==> config.mk <==
export PLATFORM = sky130hd
export DESIGN_NAME = nand_out_edge_monitor_flat
export DESIGN_NICKNAME = d
export VERILOG_FILES = /design/src/rtl/nand_mon_if.sv /design/src/rtl/nand_out_edge_monitor.sv /design/src/flat_wrapper.sv
export SDC_FILE = /design/constraint.sdc
export NUM_CORES = 1
export LEC_CHECK = 0
export ABC_AREA = 1
export BUFFER_PORTS_ARGS = -buffer_cell sky130_fd_sc_hd__buf_4
export CORE_UTILIZATION = 40
export DETAILED_ROUTE_END_ITERATION = 6
export SLEW_MARGIN = 15
export SYNTH_ARGS = -nofsm -noshare
export SYNTH_HDL_FRONTEND = slang
export SYNTH_SLANG_ARGS = --single-unit
export TNS_END_PERCENT = 1
==> constraint.sdc <==
create_clock -name i_clk -period 2.2 [get_ports i_clk]
set_clock_uncertainty 0.1 [all_clocks]
set_input_delay 0.11 -clock i_clk [delete_from_list [all_inputs] [get_ports i_clk]]
set_output_delay 0.11 -clock i_clk [all_outputs]
set_load 0.01 [all_outputs]
==> src/rtl/nand_mon_if.sv <==
// Snapshot channel between the NAND output edge monitor and its consumer.
// The master drives valid and the rise/fall counts; the slave drives ready.
interface nand_mon_if #(
  parameter int CNT_W = 4
);
  logic             out_valid;
  logic             out_ready;
  logic [CNT_W-1:0] out_rise;
  logic [CNT_W-1:0] out_fall;

  modport master (output out_valid, output out_rise, output out_fall, input out_ready);
  modport slave  (input out_valid, input out_rise, input out_fall, output out_ready);
endinterface

==> src/rtl/nand_out_edge_monitor.sv <==
// Registers the NAND2 output ZN and counts its rising/falling edges per window.
// Optional macro NAND_MON_SYNC_EN adds a 2-flop synchronizer ahead of zn_q.
module nand_out_edge_monitor #(
  parameter int CNT_W = 4,
  parameter int WIN   = 8,
  parameter int WIN_W = 3
) (
  input  logic        i_clk,
  input  logic        i_rst_n,
  input  logic        i_zn,
  input  logic        i_en,
  output logic        o_ovf,
  nand_mon_if.master  m_out
);

  localparam logic [CNT_W-1:0] CNT_MAX  = {CNT_W{1'b1}};
  localparam logic [WIN_W-1:0] WIN_LAST = WIN_W'(WIN - 1);

`ifdef NAND_MON_SYNC_EN
  // Two extra sample stages: edge detection may start only once zn_prev holds real data.
  localparam int PRIME_D = 4;
  logic [1:0] r_sync;
  logic       w_zn_in;

  // Two-flop synchronizer for an asynchronous ZN source
  always_ff @(posedge i_clk) begin
    if (!i_rst_n) begin
      r_sync <= 2'b00;
    end else begin
      r_sync <= {r_sync[0], i_zn};
    end
  end
  assign w_zn_in = r_sync[1];
`else
  localparam int PRIME_D = 2;
  logic w_zn_in;
  assign w_zn_in = i_zn;
`endif

  logic               r_zn_q;
  logic               r_zn_prev;
  logic [PRIME_D-1:0] r_prime_sr;
  logic               w_primed;
  logic               w_rise;
  logic               w_fall;
  logic               w_win_end;
  logic [CNT_W-1:0]   w_rise_nxt;
  logic [CNT_W-1:0]   w_fall_nxt;

  logic [CNT_W-1:0]   r_rise_cnt;
  logic [CNT_W-1:0]   r_fall_cnt;
  logic [WIN_W-1:0]   r_wcnt;
  logic               r_out_valid;
  logic [CNT_W-1:0]   r_out_rise;
  logic [CNT_W-1:0]   r_out_fall;
  logic               r_ovf;

  function automatic logic [CNT_W-1:0] sat_inc(input logic [CNT_W-1:0] v, input logic inc);
    if (inc && (v != CNT_MAX)) begin
      return v + CNT_W'(1);
    end else begin
      return v;
    end
  endfunction

  // Input stage: sample ZN, keep previous sample, and prime the edge detector
  always_ff @(posedge i_clk) begin
    if (!i_rst_n) begin
      r_zn_q     <= 1'b0;
      r_zn_prev  <= 1'b0;
      r_prime_sr <= '0;
    end else begin
      r_zn_q     <= w_zn_in;
      r_zn_prev  <= r_zn_q;
      r_prime_sr <= {r_prime_sr[PRIME_D-2:0], 1'b1};
    end
  end

  assign w_primed = r_prime_sr[PRIME_D-1];

  // Edge detection, saturating next counts and window-end decode
  always_comb begin
    w_rise     = 1'b0;
    w_fall     = 1'b0;
    w_win_end  = 1'b0;
    w_rise_nxt = r_rise_cnt;
    w_fall_nxt = r_fall_cnt;
    if (w_primed) begin
      w_rise = r_zn_q & ~r_zn_prev;
      w_fall = ~r_zn_q & r_zn_prev;
    end else begin
      w_rise = 1'b0;
      w_fall = 1'b0;
    end
    w_rise_nxt = sat_inc(r_rise_cnt, w_rise);
    w_fall_nxt = sat_inc(r_fall_cnt, w_fall);
    w_win_end  = i_en && (r_wcnt == WIN_LAST);
  end

  // Live counters, window counter, snapshot register and sticky overflow
  always_ff @(posedge i_clk) begin
    if (!i_rst_n) begin
      r_rise_cnt  <= '0;
      r_fall_cnt  <= '0;
      r_wcnt      <= '0;
      r_out_valid <= 1'b0;
      r_out_rise  <= '0;
      r_out_fall  <= '0;
      r_ovf       <= 1'b0;
    end else begin
      if (i_en) begin
        if (w_win_end) begin
          r_wcnt     <= '0;
          r_rise_cnt <= '0;
          r_fall_cnt <= '0;
        end else begin
          r_wcnt     <= r_wcnt + WIN_W'(1);
          r_rise_cnt <= w_rise_nxt;
          r_fall_cnt <= w_fall_nxt;
        end
      end
      // A new snapshot may only replace the held one if the sink is free or taking it now
      if (w_win_end) begin
        if (!r_out_valid || m_out.out_ready) begin
          r_out_valid <= 1'b1;
          r_out_rise  <= w_rise_nxt;
          r_out_fall  <= w_fall_nxt;
        end else begin
          r_ovf <= 1'b1;
        end
      end else if (r_out_valid && m_out.out_ready) begin
        r_out_valid <= 1'b0;
      end
    end
  end

  assign m_out.out_valid = r_out_valid;
  assign m_out.out_rise  = r_out_rise;
  assign m_out.out_fall  = r_out_fall;
  assign o_ovf           = r_ovf;

endmodule

==> src/flat_wrapper.sv <==
// flat-port wrapper written by rule: the top's interface ports become plain ports
module nand_out_edge_monitor_flat 
#(
  parameter int CNT_W = 4,
  parameter int WIN   = 8,
  parameter int WIN_W = 3
)
  (i_clk, i_rst_n, i_zn, i_en, o_ovf, m_out_out_valid, m_out_out_rise, m_out_out_fall, m_out_out_ready);
  nand_mon_if #(.CNT_W(CNT_W)) m_out_i ();
  input  logic i_clk;
  input  logic i_rst_n;
  input  logic i_zn;
  input  logic i_en;
  output logic o_ovf;
  output wire logic [$bits(m_out_i.out_valid)-1:0] m_out_out_valid;
  output wire logic [$bits(m_out_i.out_rise)-1:0] m_out_out_rise;
  output wire logic [$bits(m_out_i.out_fall)-1:0] m_out_out_fall;
  input wire logic [$bits(m_out_i.out_ready)-1:0] m_out_out_ready;
  assign m_out_out_valid = m_out_i.out_valid;
  assign m_out_out_rise = m_out_i.out_rise;
  assign m_out_out_fall = m_out_i.out_fall;
  assign m_out_i.out_ready = m_out_out_ready;
  nand_out_edge_monitor #(.CNT_W(CNT_W), .WIN(WIN), .WIN_W(WIN_W)) u_core (.i_clk(i_clk), .i_rst_n(i_rst_n), .i_zn(i_zn), .i_en(i_en), .o_ovf(o_ovf), .m_out(m_out_i));
endmodule
-- Word level (Yosys, flattened, before mapping)
Index checks and enable logic that the tools add are counted.
- flip-flop bits (word level): 25
- bits in latches: 0
- RAM bits: 0
- memory bits (read-only): 0
- bits of input ports: 5
- output and inout port bits: 10
- memories kept: 0
- add/sub/neg operators: 3
- multipliers: 0
- div/mod/pow operators: 0
- $lt $le $gt $ge: 0
- eq/ne operators: 4
- shifts and indexed selects: 0
- muxes and demuxes: 11
- bitwise logic cells: 5
- reduce and logical (&&, ||, !) cells: 10
- operators by type and width (operator ; count):
    4-bit two-way mux ; 4
    4-bit by 1-bit adder with 4-bit output (second input constant) ; 2
    4-bit != test (second input constant) ; 2
    1-bit two-way mux ; 6
    2-bit AND reduction ; 3
    1-bit logical AND ; 4
    3-bit by 1-bit adder with 3-bit output (second input constant) ; 1
    3-bit == test (second input constant) ; 1
    3-bit two-way mux ; 1
    1-bit NOT ; 3
    1-bit AND ; 2
    2-bit != test (second input constant) ; 1
    2-bit nonzero test ; 1
    1-bit zero test ; 1
    1-bit logical OR ; 1

-- Longest topological paths before layout
Gate-level depths: netlist of the first run.
- word-level depth: 6
- gate-level depth with buffers: 9
- depth with buffers taken out: 8

-- Worst setup path after synthesis of the first run
No wires, ideal clock.
- path type: reg-to-reg
- start: register u_core.r_wcnt[0]
- end: register u_core.r_out_fall[2] (netlist: u_core.m_out.out_fall[2])
- setup time: 0.113 ns
- arrival: 1.229 ns
- setup slack: 0.758 ns
- stages on the path, launching flop included: 9
- buffers on the path: 1
- clock period less this slack: 1.442 ns
- cells stage by stage: dfxtp_1 > ha_1 > ha_1 > nand2_1 > nor2_2 > buf_6 > inv_2 > o21ai_1 > inv_1
- word-level cells in the longest chain between the ends: 3
- RTL lines (what ; line ; RTL):
    start, declared ; nand_out_edge_monitor.sv:52 ; logic [WIN_W-1:0] r_wcnt;
    start signal, assigned ; nand_out_edge_monitor.sv:117 ; r_wcnt <= r_wcnt + WIN_W'(1);
    3-bit == test ; nand_out_edge_monitor.sv:97 ; w_win_end = i_en && (r_wcnt == WIN_LAST);
    1-bit logical AND ; nand_out_edge_monitor.sv:97 ;
    2-bit AND reduction (no source line) ; n/a ;
    end signal, assigned ; nand_out_edge_monitor.sv:127 ; r_out_fall <= w_fall_nxt;
    end, declared ; nand_out_edge_monitor.sv:55 ; logic [CNT_W-1:0] r_out_fall;
No other way between the ends.
A chain may end at the register's enable or synchronous reset.

-- Worst setup path after layout of the first run
- start: register u_core.r_wcnt[0]
- end: register u_core.r_out_rise[1] (netlist: u_core.m_out.out_rise[1])
- word-level cells in the longest chain between the ends: 3
- RTL lines (what ; line ; RTL):
    3-bit == test ; nand_out_edge_monitor.sv:97 ;
    1-bit logical AND ; nand_out_edge_monitor.sv:97 ;
    2-bit AND reduction (no source line) ; n/a ;
    end signal, assigned ; nand_out_edge_monitor.sv:126 ; r_out_rise <= w_rise_nxt;
    end, declared ; nand_out_edge_monitor.sv:54 ; logic [CNT_W-1:0] r_out_rise;
No other way between the ends.

==> metrics.txt, run 1 <==
cell taking the most area after synthesis dfxtp_1; TNS Setup 0 ns; logic gate share of total power under 10%; cts hold-fix bufs 4; Die Wd approximately 56 um; Slew Viols, Final 0; final setup violation count 0; critical path class flop to flop; crit end category flop; simple-gate portion of the synthesized area 29.2%; most frequent CP cell ha_1; CTS Sinks 25; Sw Share a little under a quarter; Wirelength per Cell 11.1 um; # rows 19; wire length on met3 around 55 um; cell area after synthesis 0.00115 mm^2; non-filler instance count after layout approximately 210; DRC 0; CTS Buffer Depth 2; mux share of post-synthesis cell area 0%; Pwr Density between 500 and 600 mW/mm^2; library cells used by synthesis 21; first-pass GRT wire length between 4000 and 5000 um; Synth Area in Compound Gates 11.4%; CP max stage delay between 0.4 and 0.5 ns; Seq pwr share 65.2%; CP delay by family, top simple AND/OR/NAND/NOR gates; worst-path fanout max 14; max cap viols 0; internal power 0.547 mW; fill cell count ~290; CTS tree done; area grow syn2layout 16.2%; xor/xnor cell area share of the yosys netlist less than 1%; Leak 0.674 nW; Synthesized Nets around 170; DP Cell Count 206; main combinational cell family by area after synthesis simple AND/OR/NAND/NOR gates; unrepaired setup endpoints after global routing false; DPL Wire Length 1720 um; final WL approximately 2400 um; gpl congestion about 0.84; Clk Latency, worst-skew pair between 0.3 and 0.4 ns; core footprint approximately 0.0027 mm^2; vias per cell slightly below 5; Final ANT Viol Nets 0; wire length on met2 1170 um; drt first pass iters 4; largest net degree at the start of global routing 17; vias in the first global route 917; top cells by area, synth dfxtp_1 (44%), nand2_1 (15%), inv_1 (8.2%); slowest library cell on the worst path nor2_2; Mapped Avg Cell Area 6.96 um^2; Final Hold Viols 0; clock power share about 29%; #FFs+latches synth 25; Peak VDD IR 0.386 mV; grt ovf 0; Resize count post-CTS 0; max layer used met4; Root Driver clkbuf_4; crit path DAT 1.89 ns; Via Count 1029; f_max 567 MHz; fraction of layout cells with a size suffix above 1 12.0%; Buffers on Ports 14; total track usage between 10% and 20%; number of post-CTS setup repair buffers 0; Mapped Cells 165; post-synth top area share 43.6%; most frequent cells in the layout nand2_1 (47), inv_1 (25), dfxtp_1 (25); n_diodes 0; synth warn 0; leading cell type in the layout, fill and taps excluded nand2_1; final critical-path required period roughly 1.8 ns; Switch Pwr roughly 0.17 mW; CTS Buf Count 3; status finished, final reports clean; Synth Area in Adders between 4 and 5%; Hold Path Class flop to flop; startpoint type of the worst setup path flop; overall power between 0.7 and 0.8 mW; initial antenna violation count 0; DIE AREA between 0.003 and 0.004 mm^2; Initial Util a little over two fifths; CTS H-tree lvls 1; final worst path period share approximately 80%; sequential-to-total area share from yosys stat between 40% and 50%; crit path buf inv count 2; Critical Path RT ~2.3 ns; Final nets 193; die height ~56 um; metal1 wirelength ~1100 um; total I/O pin count 15; Slew @ Worst Pin approximately 0.53 ns; Max-slew headroom between 60% and 70%; clk slew on worst S/H paths 0.14 ns; Cell Chain, Critical Path ha_1 > ha_1 > nand2_1 > nor2_2 > inv_2 > o21ai_1 > inv_1; Initial DRC Count 53
power groups by stage:
stage	logic (mW)	registers, mW	clock network [mW]
after global routing	0.0516	0.468	0.234
after floorplan	0.0259	0.476	0
after detailed placement	0.0395	0.477	0
after CTS	0.0452	0.467	0.218
final	0.0449	0.467	0.205
after global placement	0.0387	0.476	0
metal layers:
layer	global-route usage [%]	up-vias
li1	-	554
met1	21.2	463
met2	29.1	8
met3	2.79	4
met4	7.86	0
met5	0	-
synthesized netlist by cell type:
library cell	number
buf_2	1
a21oi_1	10
nand4_1	3
ha_1	4
a21o_1	3
a31oi_1	1
clkbuf_2	1
nand3_1	10
o21ai_0	5
nand2_1	47
dfxtp_1	25
nand3_2	1
xor2_1	1
nor2_1	18
a211oi_1	1
o21ai_1	4
nor2_2	2
inv_2	1
inv_1	25
buf_6	1
clkbuf_1	1
state kept, by name, summed over array words and instances (netlist names):
| name | cells |
|---|---|
| u_core.m_out.out_rise | 4 |
| u_core.r_wcnt | 3 |
| u_core.r_zn_prev | 1 |
| u_core.r_zn_q | 1 |
| u_core.o_ovf | 1 |
| u_core.r_fall_cnt | 4 |
| u_core.m_out.out_valid | 1 |
| u_core.m_out.out_fall | 4 |
| u_core.r_prime_sr | 2 |
| u_core.r_rise_cnt | 4 |
per-stage QoR:
stage / area, um^2 / hold slack [ns] / setup WS (ns) / util [%]
2_1_floorplan: 1150 / 0.0377 / 0.758 / -
3_3_place_gp: 1270 / 0.196 / 0.569 / 46.4
3_5_place_dp: 1270 / 0.191 / 0.458 / 46.4
4_1_cts: 1340 / 0.325 / 0.445 / 48.8
5_1_grt: 1340 / 0.353 / 0.262 / 48.8
6_report: 1340 / 0.323 / 0.438 / 48.8
worst min-delay path, stage by stage, from the launching register on:
cell,delay (ns)
dfxtp_1,0.32
nand2_1,0.05
inv_1,0.03
cells by family (layout without fill, tap and decap cells):
family	Yosys count	in the layout
adders and majority gates	4	4
buffers and inverters	30	48
and+or+nand+nor	81	81
DFF	25	25
xor gates and xnor gates	1	1
AOI/OAI and AO/OA	24	24
path summary, 6_finish.rpt:
check | startpoint | end | slack (ns) | cells past startpoint
max reg2reg | u_core.r_wcnt[0] | u_core.m_out.out_rise[1] | 0.44 | 7
min reg2reg | u_core.r_prime_sr[0] | u_core.r_prime_sr[1] | 0.32 | 2
min | u_core.r_prime_sr[0] | u_core.r_prime_sr[1] | 0.32 | 2
max | u_core.r_wcnt[0] | u_core.m_out.out_rise[1] | 0.44 | 7
area by class of cell:
| type | instances | area [um^2] | area share [%] |
|---|---|---|---|
| Multi-Input combinational cell | 110 | 526 | 39.4 |
| Sequential cell | 25 | 500 | 37.5 |
| Timing Repair Buffer | 18 | 145 | 10.9 |
| Inverter | 26 | 97.6 | 7.31 |
| Tap cell | 31 | 38.8 | 2.91 |
| Clock buffer | 3 | 22.5 | 1.69 |
| Clock inverter | 1 | 5.00 | 0.375 |
Note: power is estimated with default switching activity, not from simulation.
==> inputs of run 2 (changes only) <==
==> constraint.sdc (replaced) <==
create_clock -name i_clk -period 1.8 [get_ports i_clk]
set_clock_uncertainty 0.1 [all_clocks]
set_input_delay 0.09 -clock i_clk [delete_from_list [all_inputs] [get_ports i_clk]]
set_output_delay 0.09 -clock i_clk [all_outputs]
set_load 0.01 [all_outputs]
==> metrics.txt, run 2 (synthesis results as in run 1) <==
drt first pass iters 4 (unchanged); Final Hold Viols 0 (unchanged); DRC 0 (unchanged); # rows 19 (unchanged); number of post-CTS setup repair buffers 0 (unchanged); total track usage 16.1% (-1.0 points); CTS H-tree lvls 1 (unchanged); first-pass GRT wire length 3830 um (-6.1%); DP Cell Count 207 (+0.49%); Reg2Reg Depth 8 (+1); vias in the first global route 868 (-5.3%); Reg2Reg Setup Slack 0.17 ns (-0.27 ns); max cap viols 0 (unchanged); Leak 0.677 nW (+0.40%); fin area 0.00134 mm^2 (+0.47%); area grow syn2layout 16.8%; Die Wd 55.6 um (unchanged); DIE AREA 0.00309 mm^2 (unchanged); Resize count post-CTS 0 (unchanged); Peak VDD IR 0.498 mV (+29%); Via Count 1026 (-0.29%); initial antenna violation count 0 (unchanged); critical path class flop to flop; Final Util 49.1% (+0.23 points); Slew Viols, Final 0 (unchanged); grt ovf 0 (unchanged); fraction of layout cells with a size suffix above 1 12.0% (-0.065 points); slowest library cell on the worst path dfxtp_1; Hold Crit Endpoint u_core.r_prime_sr[1]; crit path buf inv count 3 (+1); total I/O pin count 15 (unchanged); hold path depth 2 (unchanged); CTS Sinks 25 (unchanged); CTS Buffer Depth 2 (unchanged); gpl congestion 0.757 (-9.5%); largest net degree at the start of global routing 17 (unchanged); Wirelength per Cell 10.8 um (-3.2%); Root Driver clkbuf_4; placed cell areas 0.00127 mm^2 (+0.59%); final setup violation count 0 (unchanged); Cell Chain, Critical Path ha_1 > ha_1 > nand2_1 > nor2_2 > buf_4 > inv_2 > o21ai_1 > inv_1; die height 55.6 um (unchanged); worst hold slack 0.325 ns (+0.00210 ns); internal power 0.672 mW (+23%); Hold Path Class flop to flop; Clk Latency, worst-skew pair 0.31 ns (about the same); crit path DAT 1.76 ns (-0.13 ns); non-filler instance count after layout 215 (+0.47%); status finished, final reports clean; overall power 0.873 mW (+22%); R2R Path End u_core.m_out.out_rise[3]; Initial Util 42.0% (unchanged); Seq pwr share 65.3% (about the same); unrepaired setup endpoints after global routing false; CP delay by family, top flip-flops; CTS tree done; core footprint 0.00273 mm^2 (unchanged); f_max 612 MHz (+7.8%); Slew @ Worst Pin 0.495 ns (-0.0363 ns); Reg2Reg Launch Point u_core.r_wcnt[0]; worst-path fanout max 9 (-5); Max-slew headroom 67.0% (+2.4 points); clock power share 28.5% (about the same); final critical-path required period 1.63 ns (-0.128 ns); PnR worst setup slack 0.166 ns (-0.272 ns); CP max stage delay 0.38 ns (-0.06 ns); clk slew on worst S/H paths 0.13 ns (about the same); startpoint type of the worst setup path flop; Switch Pwr 0.201 mW (+19%); n_diodes 0 (unchanged); final WL 2320 um (-2.7%); final worst path period share 90.8% (+11 points); most frequent CP cell ha_1; cts hold-fix bufs 4 (unchanged); DPL Wire Length 1780 um (+3.3%); most frequent cells in the layout nand2_1 (47), inv_1 (25), dfxtp_1 (25); Critical Path RT 1.92 ns (-0.41 ns); vias per cell 4.77 (-0.76%); Final ANT Viol Nets 0 (unchanged); Initial DRC Count 30 (-43%); Hold Startpoint u_core.r_prime_sr[0]; Sw Share 23.0% (-0.58 points); logic gate share of total power 6.2% (about the same); TNS Setup 0 ns (unchanged); pre-CTS WS 0.183 ns (-0.275 ns); leading cell type in the layout, fill and taps excluded nand2_1; Final nets 194 (+0.52%); Pwr Density 651 mW/mm^2 (+21%); Buffers on Ports 14 (unchanged); CTS Buf Count 3 (unchanged); crit end category flop
run 2: worst max-delay path by stage:
stage,end,startpoint,cells after the start
after floorplan,u_core.m_out.out_fall[2],u_core.r_wcnt[0],8
after global placement,u_core.m_out.out_rise[3],u_core.r_wcnt[0],8
after detailed placement,u_core.m_out.out_rise[1],u_core.r_wcnt[0],8
after CTS,u_core.m_out.out_rise[3],u_core.r_wcnt[0],8
after global routing,u_core.m_out.out_fall[2],u_core.r_wcnt[0],8
final,u_core.m_out.out_rise[3],u_core.r_wcnt[0],8
run 2: layer usage:
metal	GRT usage [%]	share of wire [%]	wire length (um)	up-vias
li1	-	-	-	553
met1	21.2	48	1100	448
met2	25.5	47	1090	21
met3	2.56	4.1	94	4
met4	8.21	1.0	24	0
met5	0	0	0	-
run 2: final cells by class:
cell class | instances | area [um^2]
Tap cell | 31 | 38.8
Multi-Input combinational cell | 110 | 526
Inverter | 26 | 97.6
Fill cell | 273 | 1390
Sequential cell | 25 | 500
Timing Repair Buffer | 19 | 153
Clock buffer | 4 | 26.3
run 2: power by group through the flow:
stage                     Combinational, mW  Clock [mW]  Sequential (mW)
after floorplan                      0.0316           0            0.581
after global placement               0.0472           0            0.582
after detailed placement             0.0484           0            0.583
after CTS                            0.0555       0.264            0.571
after global routing                 0.0626       0.280            0.572
final                                0.0543       0.248            0.570
run 2: worst register-to-register path, stage by stage, from the launching register on:
cell and delay (ns):
dfxtp_1 0.38, ha_1 0.16, ha_1 0.19, nand2_1 0.08, nor2_2 0.21, buf_4 0.20, inv_2 0.05, o21ai_1 0.13
inv_1 0.05
==> inputs of run 3 (changes only) <==
==> constraint.sdc (replaced) <==
create_clock -name i_clk -period 1.9 [get_ports i_clk]
set_clock_uncertainty 0.1 [all_clocks]
set_input_delay 0.095 -clock i_clk [delete_from_list [all_inputs] [get_ports i_clk]]
set_output_delay 0.095 -clock i_clk [all_outputs]
set_load 0.01 [all_outputs]
==> metrics.txt, run 3 (synthesis results as in run 1) <==
most frequent cells in the layout nand2_1 (47), inv_1 (25), dfxtp_1 (25); Slew Viols, Final 0 (unchanged); CTS Sinks 25 (unchanged); Sw Share 23.8% (+0.77 points); Hold Crit Endpoint u_core.r_prime_sr[1]; final WL 2450 um (+5.5%); # rows 19 (unchanged); Final ANT Viol Nets 0 (unchanged); area taken by multi-input logic gates 526 um^2 (unchanged); clk slew on worst S/H paths 0.14 ns (about the same); Die Wd 55.6 um (unchanged); Hold Startpoint u_core.r_prime_sr[0]; final worst path period share 90.4% (-0.37 points); critical path class flop to flop; status finished, final reports clean; Reg2Reg Launch Point u_core.r_wcnt[0]; drt first pass iters 6 (+2); Reg2Reg Setup Slack 0.18 ns (+0.02 ns); f_max 582 MHz (-4.9%); max cap viols 0 (unchanged); clock power share 29.1% (+0.6 points); worst hold slack 0.324 ns (-0.00134 ns); Final Util 49.2% (+0.091 points); Root Driver clkbuf_4; CTS Buffer Depth 2 (unchanged); Pwr Density 623 mW/mm^2 (-4.3%); initial antenna violation count 0 (unchanged); Critical Path RT 2.08 ns (+0.16 ns); placed cell areas 0.00127 mm^2 (-0.59%); Slew @ Worst Pin 0.506 ns (+0.0113 ns); Via Count 1026 (unchanged); die height 55.6 um (unchanged); Sequential Area 500 um^2 (unchanged); Switch Pwr 0.199 mW (-0.88%); Leak 0.674 nW (-0.40%); crit end category flop; TNS Setup 0 ns (unchanged); DPL Wire Length 1720 um (-3.5%); area grow syn2layout 17.0%; total track usage 17.2% (+1.1 points); Wirelength per Cell 11.4 um (+5.5%); core footprint 0.00273 mm^2 (unchanged); Final Hold Viols 0 (unchanged); Hold Path Class flop to flop; Final nets 194 (unchanged); internal power 0.638 mW (-5.0%); cts hold-fix bufs 5 (+1); hold path depth 2 (unchanged); fin area 0.00134 mm^2 (+0.19%); unrepaired setup endpoints after global routing false; Clk Latency, worst-skew pair 0.32 ns (about the same); DIE AREA 0.00309 mm^2 (unchanged); largest net degree at the start of global routing 17 (unchanged); gpl congestion 0.770 (+1.8%); n_diodes 0 (unchanged); grt ovf 0 (unchanged); CTS tree done; final critical-path required period 1.72 ns (+0.0838 ns); Resize count post-CTS 0 (unchanged); crit path DAT 1.90 ns (+0.14 ns); startpoint type of the worst setup path flop; first-pass GRT wire length 4020 um (+5.0%); Seq pwr share 64.5% (-0.8 points); fill cell count 279 (+2.2%); Peak VDD IR 0.433 mV (-13%); Initial Util 42.0% (unchanged); R2R Path End u_core.m_out.out_rise[0]; logic gate share of total power 6.4% (+0.2 points); Reg2Reg Depth 7 (-1); DRC 0 (unchanged); Max-slew headroom 66.2% (-0.76 points); vias per cell 4.77 (unchanged); worst-path fanout max 14 (+5); final setup violation count 0 (unchanged); overall power 0.838 mW (-4.1%); number of post-CTS setup repair buffers 0 (unchanged); vias in the first global route 880 (+1.4%); leading cell type in the layout, fill and taps excluded nand2_1; CTS Buf Count 3 (unchanged); CTS H-tree lvls 1 (unchanged); fraction of layout cells with a size suffix above 1 11.4% (-0.54 points); Initial DRC Count 15 (-50%); total I/O pin count 15 (unchanged); Buffers on Ports 14 (unchanged)
-- run 3: changes by cell type in the layout (fill, tap and decap cells not counted), sizes merged --
cell,previous run,this run
buf,15,14
dlygate4sd3,4,5
-- run 3: routing by layer --
metal  global-route usage (%)  up-vias  wire length (um)
met2                     28.6       11              1220
met4                     5.71        0                27
li1                         -      556                 -
met5                        0        -                 0
met1                     21.3      454              1130
met3                     5.12        5                63
-- run 3: critical path, cell delays in order, from the launching register on --
cell	delay, ns
dfxtp_1	0.38
ha_1	0.16
ha_1	0.19
nand2_1	0.08
nor2_2	0.41
o21ai_0	0.14
a21o_1	0.17
inv_1	0.04
-- run 3: per-stage QoR --
stage	worst slack (ns)	cells
after floorplan	0.458	165
after global placement	0.273	206
after detailed placement	0.212	206
after CTS	0.181	215
after global routing	0.0406	215
final	0.182	215
-- run 3: final cells by class --
cell class,count,area share [%]
multi-input cells,110,39.1
flip-flops and latches,25,37.2
repair buffers,19,11.5
inverters,26,7.26
well taps,31,2.89
clock buffers,4,1.96
-- run 3: power by group through the flow --
stage / combinational [mW] / sequential (mW) / clock, mW
after floorplan: 0.0300 / 0.551 / 0
after CTS: 0.0540 / 0.540 / 0.253
after detailed placement: 0.0460 / 0.552 / 0
after global routing: 0.0612 / 0.542 / 0.282
after global placement: 0.0449 / 0.552 / 0
final: 0.0533 / 0.540 / 0.244
-- run 3: how the worst max path moves through the flow --
stage                      from                  endpoint  slack (ns)  cells after the start
2_1_floorplan  u_core.r_wcnt[0]  u_core.m_out.out_fall[2]        0.46                      8
3_3_place_gp   u_core.r_wcnt[0]  u_core.m_out.out_rise[1]        0.27                      7
3_5_place_dp   u_core.r_wcnt[0]  u_core.m_out.out_fall[3]        0.21                      7
4_1_cts        u_core.r_wcnt[0]  u_core.m_out.out_rise[0]        0.18                      7
5_1_grt        u_core.r_wcnt[0]  u_core.m_out.out_rise[0]        0.04                      7
6_report       u_core.r_wcnt[0]  u_core.m_out.out_rise[0]        0.18                      7
